==> src/rtl/pipe_ctrl_pkg.sv <==
// Shared types for the pipeline hazard controller: forwarding selects, FSM states, stage shadows.
// No timing of its own; pure type and constant definitions.
package pipe_ctrl_pkg;

  // Shadow register fields are stored at this width; the top zero-extends REG_AW into it,
  // so REG_AW must not exceed SH_AW.
  localparam int SH_AW = 8;

  typedef enum logic [1:0] {
    FWD_RF    = 2'b00,
    FWD_EXMEM = 2'b01,
    FWD_MEMWB = 2'b10
  } fwd_sel_t;

  typedef enum logic [1:0] {
    RUN      = 2'b00,
    MEM_WAIT = 2'b01,
    ERROR    = 2'b10
  } ctrl_state_t;

  typedef struct packed {
    logic             valid;
    logic [SH_AW-1:0] rd;
    logic [SH_AW-1:0] rs1;
    logic [SH_AW-1:0] rs2;
    logic             uses_rs1;
    logic             uses_rs2;
    logic             reg_write;
    logic             mem_read;
    logic             mem_write;
  } stage_sh_t;

  // A writing stage supplies src only for a nonzero destination; x0 never matches.
  function automatic logic dst_hit(input logic valid, input logic wr,
                                   input logic [SH_AW-1:0] rd,
                                   input logic [SH_AW-1:0] src);
    return valid & wr & (rd != '0) & (rd == src);
  endfunction

endpackage

==> src/rtl/pipe_fwd_unit.sv <==
// Combinational EX-operand forwarding and ID register-file bypass compares; zero latency.
// No backpressure; outputs follow the shadow fields and ID sources directly.
module pipe_fwd_unit
  import pipe_ctrl_pkg::*;
(
  input  logic             mem_valid,
  input  logic             mem_reg_write,
  input  logic [SH_AW-1:0] mem_rd,
  input  logic             wb_valid,
  input  logic             wb_reg_write,
  input  logic [SH_AW-1:0] wb_rd,
  input  logic [SH_AW-1:0] ex_rs1,
  input  logic [SH_AW-1:0] ex_rs2,
  input  logic [SH_AW-1:0] id_rs1,
  input  logic [SH_AW-1:0] id_rs2,
  output fwd_sel_t         srca,
  output fwd_sel_t         srcb,
  output logic             bypass_a,
  output logic             bypass_b
);

  always_comb begin
    srca = FWD_RF;
    srcb = FWD_RF;
    // The younger producer in MEM shadows an older one in WB for the same register.
    if (dst_hit(mem_valid, mem_reg_write, mem_rd, ex_rs1))     srca = FWD_EXMEM;
    else if (dst_hit(wb_valid, wb_reg_write, wb_rd, ex_rs1))   srca = FWD_MEMWB;
    if (dst_hit(mem_valid, mem_reg_write, mem_rd, ex_rs2))     srcb = FWD_EXMEM;
    else if (dst_hit(wb_valid, wb_reg_write, wb_rd, ex_rs2))   srcb = FWD_MEMWB;
  end

  assign bypass_a = dst_hit(wb_valid, wb_reg_write, wb_rd, id_rs1);
  assign bypass_b = dst_hit(wb_valid, wb_reg_write, wb_rd, id_rs2);

endmodule

==> src/rtl/pipe_hazard_ctrl.sv <==
// 5-stage pipeline hazard/sequencing control with forwarding, load-use bubble and branch squash; zero-cycle latency.
// Freezes every stage while the MEM-stage data access is not ready; a wait past MEM_TIMEOUT latches ERROR until reset.
module pipe_hazard_ctrl
  import pipe_ctrl_pkg::*;
#(
  parameter int REG_AW      = 5,
  parameter int MEM_TIMEOUT = 255,
  parameter int CNT_W       = 16
) (
  input  logic              clk,
  input  logic              rst_n,
  input  logic              id_valid,
  input  logic [REG_AW-1:0] id_rs1,
  input  logic [REG_AW-1:0] id_rs2,
  input  logic              id_uses_rs1,
  input  logic              id_uses_rs2,
  input  logic [REG_AW-1:0] id_rd,
  input  logic              id_reg_write,
  input  logic              id_mem_read,
  input  logic              id_mem_write,
  input  logic              ex_branch_taken,
  input  logic              dmem_ready,
  output logic              pc_write,
  output logic              if_id_write,
  output logic              id_ex_write,
  output logic              ex_mem_write,
  output logic              mem_wb_write,
  output logic              if_id_flush,
  output logic              id_ex_flush,
  output logic [1:0]        alu_srca_fwd,
  output logic [1:0]        alu_srcb_fwd,
  output logic              rf_bypass_a,
  output logic              rf_bypass_b,
  output logic              load_use_stall,
  output logic              mem_timeout_err,
  output logic [CNT_W-1:0]  stall_cycles
);

  localparam int WCW = $clog2(MEM_TIMEOUT + 1);

  ctrl_state_t     state_q, state_d;
  logic [WCW-1:0]  wait_cnt;
  logic [CNT_W-1:0] stall_q;
  stage_sh_t       id_sh, ex_sh, mem_sh, wb_sh;
  logic            freeze, load_use;
  fwd_sel_t        fwd_a, fwd_b;
  logic            byp_a, byp_b;

  always_comb begin
    id_sh           = '0;
    id_sh.valid     = id_valid;
    id_sh.rd        = SH_AW'(id_rd);
    id_sh.rs1       = SH_AW'(id_rs1);
    id_sh.rs2       = SH_AW'(id_rs2);
    id_sh.uses_rs1  = id_uses_rs1;
    id_sh.uses_rs2  = id_uses_rs2;
    id_sh.reg_write = id_reg_write;
    id_sh.mem_read  = id_mem_read;
    id_sh.mem_write = id_mem_write;
  end

  assign freeze = mem_sh.valid & (mem_sh.mem_read | mem_sh.mem_write) & ~dmem_ready;

  assign load_use = ex_sh.valid & ex_sh.mem_read & (ex_sh.rd != '0) & id_valid &
                    ((id_uses_rs1 & (ex_sh.rd == id_sh.rs1)) |
                     (id_uses_rs2 & (ex_sh.rd == id_sh.rs2)));

  always_comb begin
    state_d = state_q;
    case (state_q)
      RUN:      if (freeze) state_d = MEM_WAIT;
      MEM_WAIT: begin
        if (dmem_ready)                                state_d = RUN;
        else if (wait_cnt == WCW'(MEM_TIMEOUT - 1))    state_d = ERROR;
      end
      ERROR:    state_d = ERROR;
      default:  state_d = RUN;
    endcase
  end

  always_comb begin
    pc_write        = 1'b0;
    if_id_write     = 1'b0;
    id_ex_write     = 1'b0;
    ex_mem_write    = 1'b0;
    mem_wb_write    = 1'b0;
    if_id_flush     = 1'b0;
    id_ex_flush     = 1'b0;
    load_use_stall  = 1'b0;
    mem_timeout_err = 1'b0;
    if (!rst_n) begin
      pc_write = 1'b0;
    end else if (state_q == ERROR) begin
      mem_timeout_err = 1'b1;
    end else if (freeze) begin
      pc_write = 1'b0;
    end else if (ex_branch_taken) begin
      // Squashing the ID instruction also removes any load-use dependency it carried.
      {pc_write, if_id_write, id_ex_write, ex_mem_write, mem_wb_write} = '1;
      if_id_flush = 1'b1;
      id_ex_flush = 1'b1;
    end else if (load_use) begin
      id_ex_write    = 1'b1;
      ex_mem_write   = 1'b1;
      mem_wb_write   = 1'b1;
      id_ex_flush    = 1'b1;
      load_use_stall = 1'b1;
    end else begin
      {pc_write, if_id_write, id_ex_write, ex_mem_write, mem_wb_write} = '1;
    end
  end

  pipe_fwd_unit u_fwd (
    .mem_valid     (mem_sh.valid),
    .mem_reg_write (mem_sh.reg_write),
    .mem_rd        (mem_sh.rd),
    .wb_valid      (wb_sh.valid),
    .wb_reg_write  (wb_sh.reg_write),
    .wb_rd         (wb_sh.rd),
    .ex_rs1        (ex_sh.rs1),
    .ex_rs2        (ex_sh.rs2),
    .id_rs1        (id_sh.rs1),
    .id_rs2        (id_sh.rs2),
    .srca          (fwd_a),
    .srcb          (fwd_b),
    .bypass_a      (byp_a),
    .bypass_b      (byp_b)
  );

  assign alu_srca_fwd = rst_n ? fwd_a : FWD_RF;
  assign alu_srcb_fwd = rst_n ? fwd_b : FWD_RF;
  assign rf_bypass_a  = rst_n & byp_a;
  assign rf_bypass_b  = rst_n & byp_b;
  assign stall_cycles = stall_q;

  always_ff @(posedge clk) begin
    if (!rst_n) begin
      state_q  <= RUN;
      wait_cnt <= '0;
    end else begin
      state_q <= state_d;
      if (state_q == RUN && freeze) wait_cnt <= '0;
      else if (state_q == MEM_WAIT)  wait_cnt <= wait_cnt + 1'b1;
    end
  end

  // Shadows move exactly when the ID/EX register loads, so they track the real pipeline.
  always_ff @(posedge clk) begin
    if (!rst_n) begin
      ex_sh  <= '0;
      mem_sh <= '0;
      wb_sh  <= '0;
    end else if (id_ex_write) begin
      ex_sh  <= id_ex_flush ? '0 : id_sh;
      mem_sh <= ex_sh;
      wb_sh  <= mem_sh;
    end
  end

  always_ff @(posedge clk) begin
    if (!rst_n) begin
      stall_q <= '0;
    end else if (!pc_write && state_q != ERROR && stall_q != '1) begin
      stall_q <= stall_q + 1'b1;
    end
  end

  // WB shadow fields kept for visibility but not needed by any compare.
  logic unused_wb;
  assign unused_wb = ^{wb_sh.rs1, wb_sh.rs2, wb_sh.uses_rs1, wb_sh.uses_rs2,
                       wb_sh.mem_read, wb_sh.mem_write};

endmodule

==> config.mk <==
export PLATFORM = sky130hd
export DESIGN_NAME = pipe_hazard_ctrl
export DESIGN_NICKNAME = d
export VERILOG_FILES = /design/src/rtl/pipe_ctrl_pkg.sv /design/src/rtl/pipe_fwd_unit.sv /design/src/rtl/pipe_hazard_ctrl.sv
export SDC_FILE = /design/constraint.sdc
export NUM_CORES = 1
export LEC_CHECK = 0
export ABC_AREA = 1
export ABC_CLOCK_PERIOD_IN_PS = 2100
export BUFFER_PORTS_ARGS = -buffer_cell sky130_fd_sc_hd__buf_2
export CAP_MARGIN = 40
export CORE_ASPECT_RATIO = 1.4
export CORE_MARGIN = 10
export CORE_UTILIZATION = 55
export DETAILED_ROUTE_END_ITERATION = 10
export GPL_ROUTABILITY_DRIVEN = 0
export HOLD_SLACK_MARGIN = 0.15
export PLACE_DENSITY = 0.8
export SYNTH_ARGS = -nofsm -noshare
export SYNTH_HDL_FRONTEND = slang
export SYNTH_SLANG_ARGS = --single-unit
==> constraint.sdc <==
create_clock -name clk -period 2.1 [get_ports clk]
set_input_delay 0.315 -clock clk [delete_from_list [all_inputs] [get_ports clk]]
set_output_delay 0.315 -clock clk [all_outputs]
set_load 0.05 [all_outputs]
# After elaboration in Yosys (flattened, before gate mapping)
# Index checks and enable logic that the tools add are counted.
# totals
elab_cells,103
output_inout_bits,31
reg_bits,76
# op_classes
n_bitwise,24
n_reduce_logical,10
n_mux,34
n_addsub,2
n_eq_ne,15
# ops
cell,count
8-bit by 5-bit == test with 1-bit output,4
8-bit == test,4
30-bit 2-to-1 mux,1
8-bit nonzero test,3
1-bit 2-to-1 mux,23
1-bit AND,20
2-bit 2-to-1 mux,9
16-bit by 1-bit adder with 16-bit output (second input constant),1
16-bit != test (second input constant),1
8-bit by 1-bit adder with 8-bit output (second input constant),1
8-bit == test (second input constant),1
2-bit case mux with 3 select lines,1
2-bit != test (second input constant),2
1-bit logical AND,3
3-bit != test (second input constant),1
2-bit by 1-bit == test with 1-bit output (second input constant),1
2-bit == test (second input constant),1
2-bit logical NOT,1
1-bit NOT,2
1-bit bitwise OR,2
2-bit AND reduction,1
2-bit OR reduction,1
1-bit logical NOT,1

# Depth between registers and ports, before layout
# logic_depth
depth_word,12
depth_mapped,12
depth_no_buf,12

# Modules after synthesis
# From an unflattened synthesis, not the netlist that was laid out.
# unflattened
hier_cells,564
area_unflattened_um2,3849.9
# modules_own_cells
mod,instances,cells_each,seq_area_each_um2,area_per_inst_um2
pipe_hazard_ctrl,1,425,1221.2,3007.9
pipe_fwd_unit,1,139,0.0,842.1

# Worst setup path before layout
# OpenSTA, ideal clock, no wires.
# synth_path
path_type,reg-to-output
from,register wb_sh[25] (netlist bit)
to,output rf_bypass_a
t_required_ns,1.785
arrival_ns,2.309
n_path_buf,1
slack_ns,-0.524
path_stages_with_launch,6
path_cell_list,dfxtp_1 -> clkbuf_1 -> nor2_1 -> nand3_1 -> nand3_1 -> nor4_1
# synth_via
elab_chain_len,4
elab_cells_between_ends,5
classes_between,1 x eq/ne; 3 x bitwise; 1 x reduce/logical
# synth_rtl
element,line,text
start: declaration,pipe_hazard_ctrl.sv:44,"stage_sh_t id_sh, ex_sh, mem_sh, wb_sh;"
start signal: assignment,pipe_hazard_ctrl.sv:156,wb_sh <= mem_sh;
8-bit nonzero test,pipe_ctrl_pkg.sv:37,return valid & wr & (rd != '0) & (rd == src);
1-bit AND,pipe_ctrl_pkg.sv:37,
1-bit AND *,pipe_ctrl_pkg.sv:37,
1-bit AND *,pipe_hazard_ctrl.sv:132,assign rf_bypass_a = rst_n & byp_a;
end: declaration,pipe_hazard_ctrl.sv:32,"output logic rf_bypass_a,"
# Every way passes the cells marked *; elsewhere a longest branch is shown, timed or not.

# Final worst setup path
# layout_path
from,register wb_sh[21] (netlist bit)
to,output alu_srca_fwd[1]
# layout_via
elab_chain_len,6
elab_cells_between_ends,7
classes_between,1 x eq/ne; 3 x mux; 2 x bitwise; 1 x reduce/logical
# layout_rtl
element,line,text
8-bit nonzero test,pipe_ctrl_pkg.sv:37,
1-bit AND,pipe_ctrl_pkg.sv:37,
1-bit AND *,pipe_ctrl_pkg.sv:37,
2-bit 2-to-1 mux *,pipe_fwd_unit.sv:27,"else if (dst_hit(wb_valid, wb_reg_write, wb_rd, ex_rs1)) srca = FWD_MEMWB;"
2-bit 2-to-1 mux *,pipe_fwd_unit.sv:26,"if (dst_hit(mem_valid, mem_reg_write, mem_rd, ex_rs1)) srca = FWD_EXMEM;"
2-bit 2-to-1 mux *,pipe_hazard_ctrl.sv:130,assign alu_srca_fwd = rst_n ? fwd_a : FWD_RF;
end: declaration,pipe_hazard_ctrl.sv:30,"output logic [1:0] alu_srca_fwd,"
# Marked as above.

==> metrics.md <==
| Metric | Value |
|---|---|
| Status | finished clean |
| Static leakage | between 1.5 and 2 nW |
| Max VDD drop | around 0.52 mV |
| CTS Buf Count | 9 |
| FF+latch count, synth | just over 60 |
| Sink Count | a little over 60 |
| Critical path cell sequence | or2_4 > a221oi_2 > nand3_1 > nor3_2 > buf_6 |
| Cell count after synthesis | 496 |
| Num ports | 56 |
| Crit. End Element | output pin |
| HP Class | in2reg |
| Non-Filler Instances | between 600 and 700 |
| Die Span Y | 113 um |
| Core ar. | around 5900 um2 |
| Root buf cell | clkbuf_8 |
| Post-CTS Hold Fix Bufs | 0 |
| Crit-path max FO | 5 |
| Synth area leaders | dfxtp_1 (36%), nand2_1 (12%), nand3_1 (6.9%) |
| Final period utilization | 0.973 |
| Initial antenna violation count | 0 |
| GRT overflow | 0 |
| Worst slew pin tran | 537 ps |
| Crit Path Class | reg2out |
| CP peak stage delay | approximately 370 ps |
| Yosys top cell by area | dfxtp_1 |
| DR pass1 iterations | 5 |
| Clock Skew | 8.62 ps |
| Detail Route Antenna Nets | 0 |
| Final hold vios | 0 |
| Worst EP arrival | approximately 1700 ps |
| Ys async rst share | 0 |
| Clock buffer depth | 2 |
| Proportion of layout cells with a drive suffix above 1 | 0.229 |
| Rows | 33 |
| Multi-input gate area | around 1900 um2 |
| CTS tree | yes |
| Placed Area | 3730 um2 |
| Worst skew pair latency | between 300 and 400 ps |
| Iter 0 DRT Violations | approximately 280 |
| Cell variety after synth | 39 |
| Worst-path clk slew | 80 ps |
| Filler cells | about 500 |
| Worst endpoint required time | roughly 1800 ps |
| Initial core utilization | 0.571 |
| Top-area cell type share of the netlist area | 0.360 |
| Post-synthesis sequential area ratio | 0.360 |
| Die area | roughly 9800 um2 |
| Period minus WS final | between 2000 and 2500 ps |
| Max-slew violation count | 0 |
| Routed Wire Length | about 9600 um |
| Worst slew margin | 0.641 |
| Sequential Area | 1250 um2 |
| # DRC | 0 |
| Maximum clock frequency | 490 MHz |
| PD cells | slightly below 700 nW/um2 |
| Crit start category | register |
| Via density | 5.64 |
| Inserted Diodes | 0 |
| Placed cells | 609 |
| Syn avg cell area | a little under 7 um2 |
| WL per Instance | approximately 15 um |
| Hpwl dp | 6920 um |
| Reg-to-reg setup timing slack | 160 ps |
| Net count, final | 583 |
| Synthesis warning total | 0 |
| Die W | approximately 86 um |
| Final setup vio count | 0 |
| Mapped Nets | 524 |
| H-Tree Depth | 3 |
| Post-synth EDFFs | 0 |
| Fin area | a little over 4000 um2 |
| Max_cap viols | 0 |
| GRT Overall Usage | 0.192 |
| Cell Area, Synth | 3400 um2 |
| Post-synth top flop | dfxtp_1 |
| PortBufs | 55 |
| Pin count of the biggest net entering global routing | 40 |
| Slowest CP cell | dfxtp_4 |
| Area growth syn-to-layout | 21.8% |
| Total number of vias | 3552 |
| First-pass GRT wire length | 15700 um |
| Vias in the first global route | around 3500 |
| RSZ-0062 raised after global routing | yes |
## timing repair
action,CTS,global route
gates resized for setup,6,40
cloned,0,1
pin swaps,1,7
hold endpoints to repair,0,0
buffers inserted,1,3
endpoints found under the setup margin,6,25
## kinds of logic (layout without fill, tap and decap cells)
logic type,after synthesis,after routing,synth area share
AOI/OAI and AO/OA,77,77,0.127
adders and majority gates,3,3,0.0111
and+or+nand+nor,251,252,0.335
xor gates and xnor gates,30,30,0.0774
buffers and inverters,74,137,0.0903
DFF,61,61,0.360
## layer usage
metal  share of wire  track usage  up-vias
met3           0.057       0.0517       28
met2            0.52        0.338      127
met5               0            0        -
met1            0.39        0.202     1647
li1                -            -     1750
met4           0.035       0.0986        0
## stage by stage
| step | utilization | power (W) | worst slack, ps | hold WS [ps] | TNS, ps |
|---|---|---|---|---|---|
| global placement | 0.627 | 0.00156 | 123 | 451 | 0 |
| detailed placement | 0.627 | 0.00156 | 85.6 | 458 | 0 |
| global route | 0.695 | 0.00295 | -19.6 | 229 | -39.0 |
| floorplan | - | 0.00147 | -524 | 429 | -1340 |
| finish | 0.695 | 0.00286 | 57.5 | 219 | 0 |
| CTS | 0.672 | 0.00285 | -22.4 | 224 | -22.4 |
## critical path: cells and delay by family, from the launching register on
kind / cells / cell delay (ps)
buf+inv: 1 / 180
flops: 1 / 370
simple gates: 3 / 540
compound gates: 1 / 290
## cells in the mapped netlist, types with 11 or more instances
master,n
a21oi_1,41
clkbuf_1,13
dfxtp_1,61
inv_1,47
nand2_1,113
nand3_1,47
nand4_1,18
nor2_1,43
nor3_1,11
o21ai_0,22
xnor2_1,12
xor2_1,18
## power by group
part,internal (W),switching (W),total [W]
clock network,0.000794,0.000506,0.00130
logic,0.000113,0.000221,0.000334
registers,0.00119,0.0000368,0.00122
## area by class of cell
| type | count | share of cell area |
|---|---|---|
| clock buffers | 9 | 0.0300 |
| inverters | 52 | 0.0472 |
| well taps | 70 | 0.0212 |
| multi-input cells | 362 | 0.470 |
| repair buffers | 69 | 0.100 |
| clock inverters | 7 | 0.0297 |
| flip-flops and latches | 61 | 0.301 |
## cells in the final DEF, fill, tap and decap left out, types with 3 or more instances in the layout
master / n
nand2_1: 113
bufinv_16: 3
nor2_1: 41
nand3_2: 4
dfxtp_2: 11
o211ai_1: 4
a21oi_1: 41
dfxtp_1: 47
ha_1: 3
clkbuf_4: 5
nor3_2: 3
buf_2: 46
xor2_1: 18
nand4_1: 18
inv_2: 5
inv_1: 45
o21ai_0: 22
nand3_1: 45
dfxtp_4: 3
xnor2_1: 11
clkbuf_8: 9
nor2_2: 3
buf_4: 15
buf_6: 3
nor3_1: 9
## flip-flops by register name (all words and copies together), names as in the netlist
| signal | count |
|---|---|
| ex_sh | 19 |
| mem_sh | 9 |
| stall_cycles | 16 |
| state_q | 2 |
| wait_cnt | 8 |
| wb_sh | 7 |
## path summary, 6_finish.rpt
path / from / endpoint / depth (start not counted)
worst max-delay path: wb_sh[21] / alu_srca_fwd[1] / 5
worst min register to register: ex_sh[2] / ex_sh[2] / 2
worst max register to register: stall_cycles[0] / stall_cycles[0] / 10
worst min-delay path: id_rd[1] / ex_sh[22] / 3
Note: power is estimated with default switching activity, not from simulation.
